## src/rtl/ppg_window_stats_if.sv

```systemverilog
// Sample input and window-statistics output bundle for ppg_window_stats.
// Signal prefixes are from the stats block's point of view (i_ into it, o_ out of it).
interface ppg_window_stats_if;
  logic        i_setting_done;
  logic        i_sample_valid;
  logic [7:0]  i_red_adc;
  logic [7:0]  i_ir_adc;
  logic [7:0]  o_red_ac;
  logic [7:0]  o_red_dc;
  logic [7:0]  o_ir_ac;
  logic [7:0]  o_ir_dc;
  logic        o_stats_valid;
  logic [15:0] o_beat_interval;
  logic        o_beat_valid;

  modport master (
    output i_setting_done, i_sample_valid, i_red_adc, i_ir_adc,
    input  o_red_ac, o_red_dc, o_ir_ac, o_ir_dc, o_stats_valid,
    input  o_beat_interval, o_beat_valid
  );

  modport slave (
    input  i_setting_done, i_sample_valid, i_red_adc, i_ir_adc,
    output o_red_ac, o_red_dc, o_ir_ac, o_ir_dc, o_stats_valid,
    output o_beat_interval, o_beat_valid
  );
endinterface

```

## src/rtl/ppg_window_stats.sv

```systemverilog
// Per-window AC (max-min) and DC (mean) statistics of the RED/IR sample pairs.
// Define PPG_BEAT_DETECT_EN to compile in the IR beat-interval detector.
module ppg_window_stats #(
  parameter int WIN_LOG2 = 7,
  parameter int HYST     = 4
) (
  input logic               CLK,
  input logic               rst_n,
  ppg_window_stats_if.slave bus
);

  localparam int SUM_W = 8 + WIN_LOG2;
  localparam int CNT_W = WIN_LOG2 + 1;
  localparam logic [CNT_W-1:0] LAST_IDX = {1'b0, {WIN_LOG2{1'b1}}};

  typedef enum logic [1:0] {IDLE, ACCUM, FINISH} state_t;

  state_t           r_state;
  state_t           w_nextState;
  logic [CNT_W-1:0] r_count;
  logic [7:0]       r_redMax, r_redMin, r_irMax, r_irMin;
  logic [SUM_W-1:0] r_redSum, r_irSum;
  logic [SUM_W-1:0] w_redExt, w_irExt;
  logic [7:0]       r_redAc, r_redDc, r_irAc, r_irDc;
  logic             r_statsValid;
  logic             w_accept, w_first, w_windowDone, w_publish;

  // In FINISH the counter is already zero, so its accepted sample opens the next window.
  assign w_accept     = bus.i_sample_valid & bus.i_setting_done & (r_state != IDLE);
  assign w_first      = (r_count == '0);
  assign w_windowDone = w_accept & (r_count == LAST_IDX);
  assign w_publish    = (r_state == FINISH) & bus.i_setting_done;
  assign w_redExt     = {{WIN_LOG2{1'b0}}, bus.i_red_adc};
  assign w_irExt      = {{WIN_LOG2{1'b0}}, bus.i_ir_adc};

  always_ff @(posedge CLK or negedge rst_n) begin
    if (!rst_n) begin
      r_state <= IDLE;
    end else begin
      r_state <= w_nextState;
    end
  end

  always_comb begin
    w_nextState = r_state;
    if (!bus.i_setting_done) begin
      w_nextState = IDLE;
    end else begin
      case (r_state)
        IDLE:    w_nextState = ACCUM;
        ACCUM:   if (w_windowDone) w_nextState = FINISH;
        FINISH:  w_nextState = ACCUM;
        default: w_nextState = IDLE;
      endcase
    end
  end

  always_ff @(posedge CLK or negedge rst_n) begin
    if (!rst_n) begin
      r_count <= '0;
    end else if (w_nextState == IDLE || r_state == IDLE || w_windowDone) begin
      r_count <= '0;
    end else if (w_accept) begin
      r_count <= r_count + 1'b1;
    end
  end

  // Dropping out to IDLE throws away a partial window; the first sample re-seeds anyway.
  always_ff @(posedge CLK or negedge rst_n) begin
    if (!rst_n) begin
      r_redMax <= 8'h00;
      r_redMin <= 8'hFF;
      r_redSum <= '0;
      r_irMax  <= 8'h00;
      r_irMin  <= 8'hFF;
      r_irSum  <= '0;
    end else if (r_state == IDLE) begin
      r_redMax <= 8'h00;
      r_redMin <= 8'hFF;
      r_redSum <= '0;
      r_irMax  <= 8'h00;
      r_irMin  <= 8'hFF;
      r_irSum  <= '0;
    end else if (w_accept) begin
      if (w_first) begin
        r_redMax <= bus.i_red_adc;
        r_redMin <= bus.i_red_adc;
        r_redSum <= w_redExt;
        r_irMax  <= bus.i_ir_adc;
        r_irMin  <= bus.i_ir_adc;
        r_irSum  <= w_irExt;
      end else begin
        if (bus.i_red_adc > r_redMax) r_redMax <= bus.i_red_adc;
        if (bus.i_red_adc < r_redMin) r_redMin <= bus.i_red_adc;
        if (bus.i_ir_adc > r_irMax) r_irMax <= bus.i_ir_adc;
        if (bus.i_ir_adc < r_irMin) r_irMin <= bus.i_ir_adc;
        r_redSum <= r_redSum + w_redExt;
        r_irSum  <= r_irSum + w_irExt;
      end
    end
  end

  always_ff @(posedge CLK or negedge rst_n) begin
    if (!rst_n) begin
      r_redAc      <= 8'h00;
      r_redDc      <= 8'h00;
      r_irAc       <= 8'h00;
      r_irDc       <= 8'h00;
      r_statsValid <= 1'b0;
    end else begin
      r_statsValid <= 1'b0;
      if (w_publish) begin
        r_redAc      <= r_redMax - r_redMin;
        r_redDc      <= r_redSum[SUM_W-1:WIN_LOG2];
        r_irAc       <= r_irMax - r_irMin;
        r_irDc       <= r_irSum[SUM_W-1:WIN_LOG2];
        r_statsValid <= 1'b1;
      end
    end
  end

  assign bus.o_red_ac      = r_redAc;
  assign bus.o_red_dc      = r_redDc;
  assign bus.o_ir_ac       = r_irAc;
  assign bus.o_ir_dc       = r_irDc;
  assign bus.o_stats_valid = r_statsValid;

`ifdef PPG_BEAT_DETECT_EN
  localparam logic signed [9:0] HYST_S = 10'(HYST);

  logic               r_thrValid, r_armed, r_seenBeat, r_beatValid;
  logic [15:0]        r_intervalCnt, r_beatInterval;
  logic signed [9:0]  w_irS, w_thrS, w_hiThr, w_loThr;
  logic               w_arm, w_beat;

  // Ten-bit signed thresholds so thr-HYST below zero and thr+HYST above 255 never wrap.
  assign w_irS   = {2'b00, bus.i_ir_adc};
  assign w_thrS  = {2'b00, r_irDc};
  assign w_hiThr = w_thrS + HYST_S;
  assign w_loThr = w_thrS - HYST_S;
  assign w_arm   = w_accept & r_thrValid & (w_irS > w_hiThr);
  assign w_beat  = w_accept & r_thrValid & r_armed & (w_irS < w_loThr);

  always_ff @(posedge CLK or negedge rst_n) begin
    if (!rst_n) begin
      r_thrValid     <= 1'b0;
      r_armed        <= 1'b0;
      r_seenBeat     <= 1'b0;
      r_intervalCnt  <= '0;
      r_beatInterval <= '0;
      r_beatValid    <= 1'b0;
    end else begin
      r_beatValid <= 1'b0;
      if (r_state == IDLE) begin
        r_thrValid    <= 1'b0;
        r_armed       <= 1'b0;
        r_seenBeat    <= 1'b0;
        r_intervalCnt <= '0;
      end else begin
        if (w_publish) r_thrValid <= 1'b1;
        if (w_beat) begin
          r_armed       <= 1'b0;
          r_seenBeat    <= 1'b1;
          r_intervalCnt <= '0;
          // The first beat after start-up has no previous beat to measure from.
          if (r_seenBeat) begin
            r_beatInterval <= (r_intervalCnt == 16'hFFFF) ? 16'hFFFF : r_intervalCnt + 16'd1;
            r_beatValid    <= 1'b1;
          end
        end else begin
          if (w_arm) r_armed <= 1'b1;
          if (w_accept && r_intervalCnt != 16'hFFFF) r_intervalCnt <= r_intervalCnt + 16'd1;
        end
      end
    end
  end

  assign bus.o_beat_interval = r_beatInterval;
  assign bus.o_beat_valid    = r_beatValid;
`else
  assign bus.o_beat_interval = 16'h0000;
  assign bus.o_beat_valid    = 1'b0;
`endif

endmodule

```

## src/flat_wrapper.sv

```systemverilog
// flat-port wrapper written by rule: the top's interface ports become plain ports
module ppg_window_stats_flat 
#(
  parameter int WIN_LOG2 = 7,
  parameter int HYST     = 4
)
  (CLK, rst_n, bus_i_setting_done, bus_i_sample_valid, bus_i_red_adc, bus_i_ir_adc, bus_o_red_ac, bus_o_red_dc, bus_o_ir_ac, bus_o_ir_dc, bus_o_stats_valid, bus_o_beat_interval, bus_o_beat_valid);
  ppg_window_stats_if bus_i ();
  input logic CLK;
  input logic rst_n;
  input wire logic [$bits(bus_i.i_setting_done)-1:0] bus_i_setting_done;
  input wire logic [$bits(bus_i.i_sample_valid)-1:0] bus_i_sample_valid;
  input wire logic [$bits(bus_i.i_red_adc)-1:0] bus_i_red_adc;
  input wire logic [$bits(bus_i.i_ir_adc)-1:0] bus_i_ir_adc;
  output wire logic [$bits(bus_i.o_red_ac)-1:0] bus_o_red_ac;
  output wire logic [$bits(bus_i.o_red_dc)-1:0] bus_o_red_dc;
  output wire logic [$bits(bus_i.o_ir_ac)-1:0] bus_o_ir_ac;
  output wire logic [$bits(bus_i.o_ir_dc)-1:0] bus_o_ir_dc;
  output wire logic [$bits(bus_i.o_stats_valid)-1:0] bus_o_stats_valid;
  output wire logic [$bits(bus_i.o_beat_interval)-1:0] bus_o_beat_interval;
  output wire logic [$bits(bus_i.o_beat_valid)-1:0] bus_o_beat_valid;
  assign bus_i.i_setting_done = bus_i_setting_done;
  assign bus_i.i_sample_valid = bus_i_sample_valid;
  assign bus_i.i_red_adc = bus_i_red_adc;
  assign bus_i.i_ir_adc = bus_i_ir_adc;
  assign bus_o_red_ac = bus_i.o_red_ac;
  assign bus_o_red_dc = bus_i.o_red_dc;
  assign bus_o_ir_ac = bus_i.o_ir_ac;
  assign bus_o_ir_dc = bus_i.o_ir_dc;
  assign bus_o_stats_valid = bus_i.o_stats_valid;
  assign bus_o_beat_interval = bus_i.o_beat_interval;
  assign bus_o_beat_valid = bus_i.o_beat_valid;
  ppg_window_stats #(.WIN_LOG2(WIN_LOG2), .HYST(HYST)) u_core (.CLK(CLK), .rst_n(rst_n), .bus(bus_i));
endmodule
```

## config.mk

```make
export PLATFORM = sky130hd
export DESIGN_NAME = ppg_window_stats_flat
export DESIGN_NICKNAME = d
export VERILOG_FILES = /design/src/rtl/ppg_window_stats_if.sv /design/src/rtl/ppg_window_stats.sv /design/src/flat_wrapper.sv
export SDC_FILE = /design/constraint.sdc
export NUM_CORES = 1
export LEC_CHECK = 0
export BUFFER_PORTS_ARGS = -buffer_cell sky130_fd_sc_hd__clkbuf_2
export CORE_UTILIZATION = 64
export CTS_CLUSTER_DIAMETER = 30
export DETAILED_ROUTE_END_ITERATION = 12
export HOLD_SLACK_MARGIN = 0.05
export PLACE_DENSITY = 0.95
export SETUP_SLACK_MARGIN = 0.1
export SYNTH_ARGS = -nofsm -noshare
export SYNTH_HDL_FRONTEND = slang
export SYNTH_SLANG_ARGS = --single-unit
export TNS_END_PERCENT = 20
```

## constraint.sdc

```tcl
create_clock -name CLK -period 6.9 [get_ports CLK]
set_input_delay 1.38 -clock CLK [delete_from_list [all_inputs] [get_ports CLK]]
set_output_delay 1.38 -clock CLK [all_outputs]
set_load 0.1 [all_outputs]
```

# ---- After elaboration in Yosys (flattened, before gate mapping)
# Index checks and enable logic that the tools add are counted.
dict set report word_totals {
  wordCells 74
  register_bits 105
  out_inout_bits 50
  inputBits 20
}
dict set report op_classes {
  n_eq_ne 3
  magnitude_cmp 4
  n_reduce_logical 17
  addsub 5
  n_mux 28
  n_bitwise 4
}
# op count
set ops {}
lappend ops {{8-bit two-way mux} 18}
lappend ops {{15-bit two-way mux} 6}
lappend ops {{15-bit by 8-bit adder with 15-bit output} 2}
lappend ops {{8-bit greater-than comparator} 2}
lappend ops {{8-bit less-than comparator} 2}
lappend ops {{8-bit subtractor} 2}
lappend ops {{3-bit nonzero test} 4}
lappend ops {{8-bit by 1-bit adder with 8-bit output (second input constant)} 1}
lappend ops {{8-bit by 7-bit == test with 1-bit output (second input constant)} 1}
lappend ops {{8-bit zero test} 1}
lappend ops {{2-bit AND reduction} 4}
lappend ops {{2-bit nonzero test} 3}
lappend ops {{1-bit AND} 4}
lappend ops {{2-bit zero test} 2}
lappend ops {{2-bit two-way mux} 2}
lappend ops {{2-bit one-hot mux with 2 select lines} 1}
lappend ops {{2-bit by 1-bit == test with 1-bit output (second input constant)} 1}
lappend ops {{2-bit == test (second input constant)} 1}
lappend ops {{1-bit logical OR} 2}
lappend ops {{2-bit OR reduction} 1}
lappend ops {{1-bit two-way mux} 1}

# ---- Depth between registers and ports, before layout
dict set report depth {
  depth_word 10
  depth_mapped 10
  ltp_nobuf 9
}

# ---- Worst setup path before layout
# OpenSTA, ideal clock, no wires.
dict set report synth_path {
  path_type {input-to-reg}
  from {in bus_i_red_adc[0]}
  to {reg u_core.r_redSum[12]}
  setup_time_ns 0.069
  path_stages 9
  t_arrival_ns 3.130
  slack_ns 3.701
  required_ns 6.831
  n_path_buf 0
  path_cell_list {ha_1 inv_1 fa_1 nor2b_1 o2111ai_1 nand3_1 nand4_1 or4_1 nand3_1}
}
dict set report synth_via {
  elab_chain_cells 4
}
# item line
set synth_rtl {}
lappend synth_rtl {{from (decl)} flat_wrapper.sv:13} ;# input wire logic [$bits(bus_i.i_red_adc)-1:0] bus_i_red_adc;
lappend synth_rtl {{15-bit by 8-bit adder with 15-bit output} ppg_window_stats.sv:97} ;# r_redSum <= r_redSum + w_redExt;
lappend synth_rtl {{15-bit two-way mux} ppg_window_stats.sv:85} ;# if (w_first) begin
lappend synth_rtl {{15-bit two-way mux} ppg_window_stats.sv:84} ;# end else if (w_accept) begin
lappend synth_rtl {{15-bit two-way mux} ppg_window_stats.sv:77} ;# end else if (r_state == IDLE) begin
lappend synth_rtl {{to (signal assigned)} ppg_window_stats.sv:88} ;# r_redSum <= w_redExt;
lappend synth_rtl {{to (signal assigned)} ppg_window_stats.sv:97}
lappend synth_rtl {{to (decl)} ppg_window_stats.sv:22} ;# logic [SUM_W-1:0] r_redSum, r_irSum;
# No other way between the ends. The select of a mux whose other input is x is not followed.
# A chain may end at the register's enable or synchronous reset.

# ---- Worst setup path after layout
dict set report layout_path {
  from {in bus_i_setting_done}
  to {reg u_core.r_redSum[11]}
}
dict set report layout_via {
  elab_chain_cells 3
}
# item line
set layout_rtl {}
lappend layout_rtl {{from (decl)} flat_wrapper.sv:11} ;# input wire logic [$bits(bus_i.i_setting_done)-1:0] bus_i_setting_done;
lappend layout_rtl {{1-bit AND (2 in a row)} ppg_window_stats.sv:29} ;# assign w_accept = bus.i_sample_valid & bus.i_setting_done & (r_state != IDLE);
lappend layout_rtl {{2-bit nonzero test (no line)} --}
# No other way between the ends.

==> impl_metrics.toml <==
[outcome]
status = "completed"

[timing]
min_period_ns = 3.42
timing.final.crit_share_pct = 49.6
final-setup-viol-count = 0
finalMaxSlewViolations = 0
slew_headroom_pct = 23.4
tightestPinTransition_ns = 1.15
fin_skew_ns = 0.0144
hold_violations = 0
setup_tns_ns = 0
holdWs_ns = 0.484
fmax_ghz = 0.292
rsz0062_at_grt = "false"

[clocking]
cts_resized = 0
cts_made_buffers = 9
cts_tree = "yes"
ctsHoldBuffers = 0
cts_buffer_depth = 2
cts_root_buf = "clkbuf_8"
cts_sinks = 105
clk_pin_slew_ns = 0.10
insertion_delay_ns = 0.39
cts_setup_buffers = 0
cts_max_level = 3

[routing]
wl_met2_um = 7240
drtIter0Drc = 282
top_layer_used = "met4"
routedWlPerCell_um = 16.5
wl_um = 14400
ant_nets = 0
drc = 0
num_vias = 5303
wl_met1_um = 6150
firstDrtPassIters = 5
wl_met3_um = 643
vias_per_cell = 6.05

[worst_setup_path]
cp-endpoint = "u_core.r_redSum[11]"
rr_worst_depth = 6
cp_data_required_time_ns = 7.23
worst_r2r_endpoint = "u_core.r_redSum[11]"
reg2reg_from = "u_core.r_state[1]"
path_class = "primary input to flip-flop"
regToRegSetupSlack_ns = 4.01
worstPathArrival_ns = 3.75
end_kind = "flip-flop"
cp_max_fo = 15
startpoint = "bus_i_setting_done"
start_kind = "primary input"

[synth]
dominantRegCellSynth = "dfrtp_1"
synth_top_cell_by_area = "dfrtp_1"
syn_inst = 689
syn_area_per_cell_um2 = 9.38
synth.most_common_cell = "nand2_1"
synthArstFlopShare_pct = 100
netlist_area_um2 = 6460
ys_top_cells_by_area = "dfrtp_1, ha_1, dfstp_2"
ys_seq_elements = 105
seq_area_frac_synth_pct = 41.0
synth_common_cells = "nand2_1, dfrtp_1, ha_1"
synth_top_area_share_pct = 34.5
ys_types = 60
synth_warnings = 0
synth_edf_count = 0

[power]
switching_power_mw = 0.400
power_density_nw_per_um2 = 181
p_int_mw = 0.863
swShare_pct = 31.6
finalPower_mw = 1.26
ir_drop_mv = 0.116
clkPwrFrac_pct = 29.1
p_leak_nw = 3.49
pwr-share-seq_pct = 51.5
comb_power_share_pct = 19.4

[placed_design]
place_area_um2 = 6770
io_buffers = 52
hpwl_um = 10500
place_congestion = 0.899

[cells_and_area]
multiInputGateArea_um2 = 3480
diodes = 0
design_area_um2 = 6960
area_growth_pct = 7.75
drive_gt1_share_pct = 13.2
final_net_count = 824
fill_cells = 709
seqCellArea_um2 = 2650

[floorplan]
core.rowCount = 36
initial_core_util_pct = 66.1
core_um2 = 9770
io_pins = 70
die_w_um = 102
fp.dieArea_um2 = 10500
die_h_um = 102

[grt]
grt_pass1_wl_um = 24300
antenna_found_initial = 0
gr-usage-all-layers_pct = 30.0
first_global_vias = 5274
grt_max_degree = 71
grt.overflow.total = 0

[run]
cap_violations = 0

[min_path]
worstHoldPathType = "flip-flop to flip-flop"
-- worst min path at each step --
stage | start | endpoint | slack (ns) | cells after the start
6_report | u_core.bus.o_red_ac[5] | u_core.bus.o_red_ac[5] | 0.48 | 2
5_1_grt | u_core.r_irSum[14] | u_core.r_irSum[14] | 0.50 | 1
4_1_cts | u_core.bus.o_ir_dc[1] | u_core.bus.o_ir_dc[1] | 0.49 | 2
3_5_place_dp | u_core.bus.o_ir_dc[1] | u_core.bus.o_ir_dc[1] | 0.47 | 2
3_3_place_gp | u_core.bus.o_red_dc[2] | u_core.bus.o_red_dc[2] | 0.46 | 2
2_1_floorplan | u_core.r_irSum[14] | u_core.r_irSum[14] | 0.45 | 1
-- power groups by stage --
stage                     Clock, mW  Combinational [mW]  Sequential [mW]
final                         0.368               0.245            0.651
after floorplan                   0               0.185            0.658
after global routing          0.391               0.271            0.653
after global placement            0               0.225            0.660
after CTS                     0.373               0.243            0.650
after detailed placement          0               0.240            0.662
-- final cells by class --
class	count	area share, %
well taps	133	2.39
clock buffers	10	1.98
repair buffers	55	4.10
flip-flops and latches	105	38.0
clock inverters	6	0.701
inverters	51	2.75
multi-input cells	516	50.0
-- flip-flops by register name, summed over array words and instances, names as in the netlist --
register,count
u_core.r_irMin,8
u_core.bus.o_ir_dc,8
u_core.bus.o_ir_ac,8
u_core.r_redMax,8
u_core.r_irMax,8
u_core.r_state,2
u_core.r_redMin,8
u_core.bus.o_stats_valid,1
u_core.bus.o_red_ac,8
u_core.bus.o_red_dc,8
u_core.r_count,8
u_core.r_irSum,15
u_core.r_redSum,15
-- cell families (layout without fill, tap and decap cells) --
logic type | after synthesis | after routing | share of synthesized area (%)
buffers and inverters | 84 | 122 | 6.02
multiplexers | 17 | 17 | 2.65
adder cells (fa/ha/maj) | 66 | 66 | 13.2
AO/OA/AOI/OAI | 175 | 175 | 17.8
flip-flops | 105 | 105 | 41.0
other | 1 | 17 | 0.0581
AND/OR/NAND/NOR | 214 | 214 | 15.6
XOR/XNOR | 27 | 27 | 3.66
-- cell usage in the layout, fill, tap and decap left out, drive strengths merged, types with 5 or more instances in the layout --
cell and count:
a211oi 5, a21o 11, a21oi 29, a22o 8
a22oi 5, and3 5, clkbuf 61, conb 17
dfrtp 89, dfstp 16, ha 62, inv 54
mux2i 16, nand2 104, nand2b 6, nand3 12
nand4 11, nor2 39, nor2b 10, nor3 9
o211ai 10, o21ai 58, o22a 16, o31ai 5
xnor2 14, xor2 13
-- stage by stage --
stage	setup WS, ns	std cells	utilization [%]
6_report	3.48	876	71.2
5_1_grt	3.24	876	71.2
4_1_cts	3.56	876	71.2
3_5_place_dp	3.17	860	69.3
3_3_place_gp	3.39	860	69.3
2_1_floorplan	3.70	705	-
-- routing by layer --
| layer | up-vias | track usage, % |
|---|---|---|
| met5 | - | 0 |
| met3 | 30 | 3.42 |
| met1 | 2586 | 37.8 |
| met2 | 190 | 51.1 |
| met4 | 0 | 14.7 |
| li1 | 2497 | - |
-- worst max-delay path, stage by stage --
cell	delay [ns]
clkbuf_2	0.13
and2_1	0.36
nand2_1	0.41
a21oi_1	1.01
nand2_1	0.14
a31oi_1	0.19
a211o_1	0.13
No activity file was read; power rests on OpenSTA's default activity.
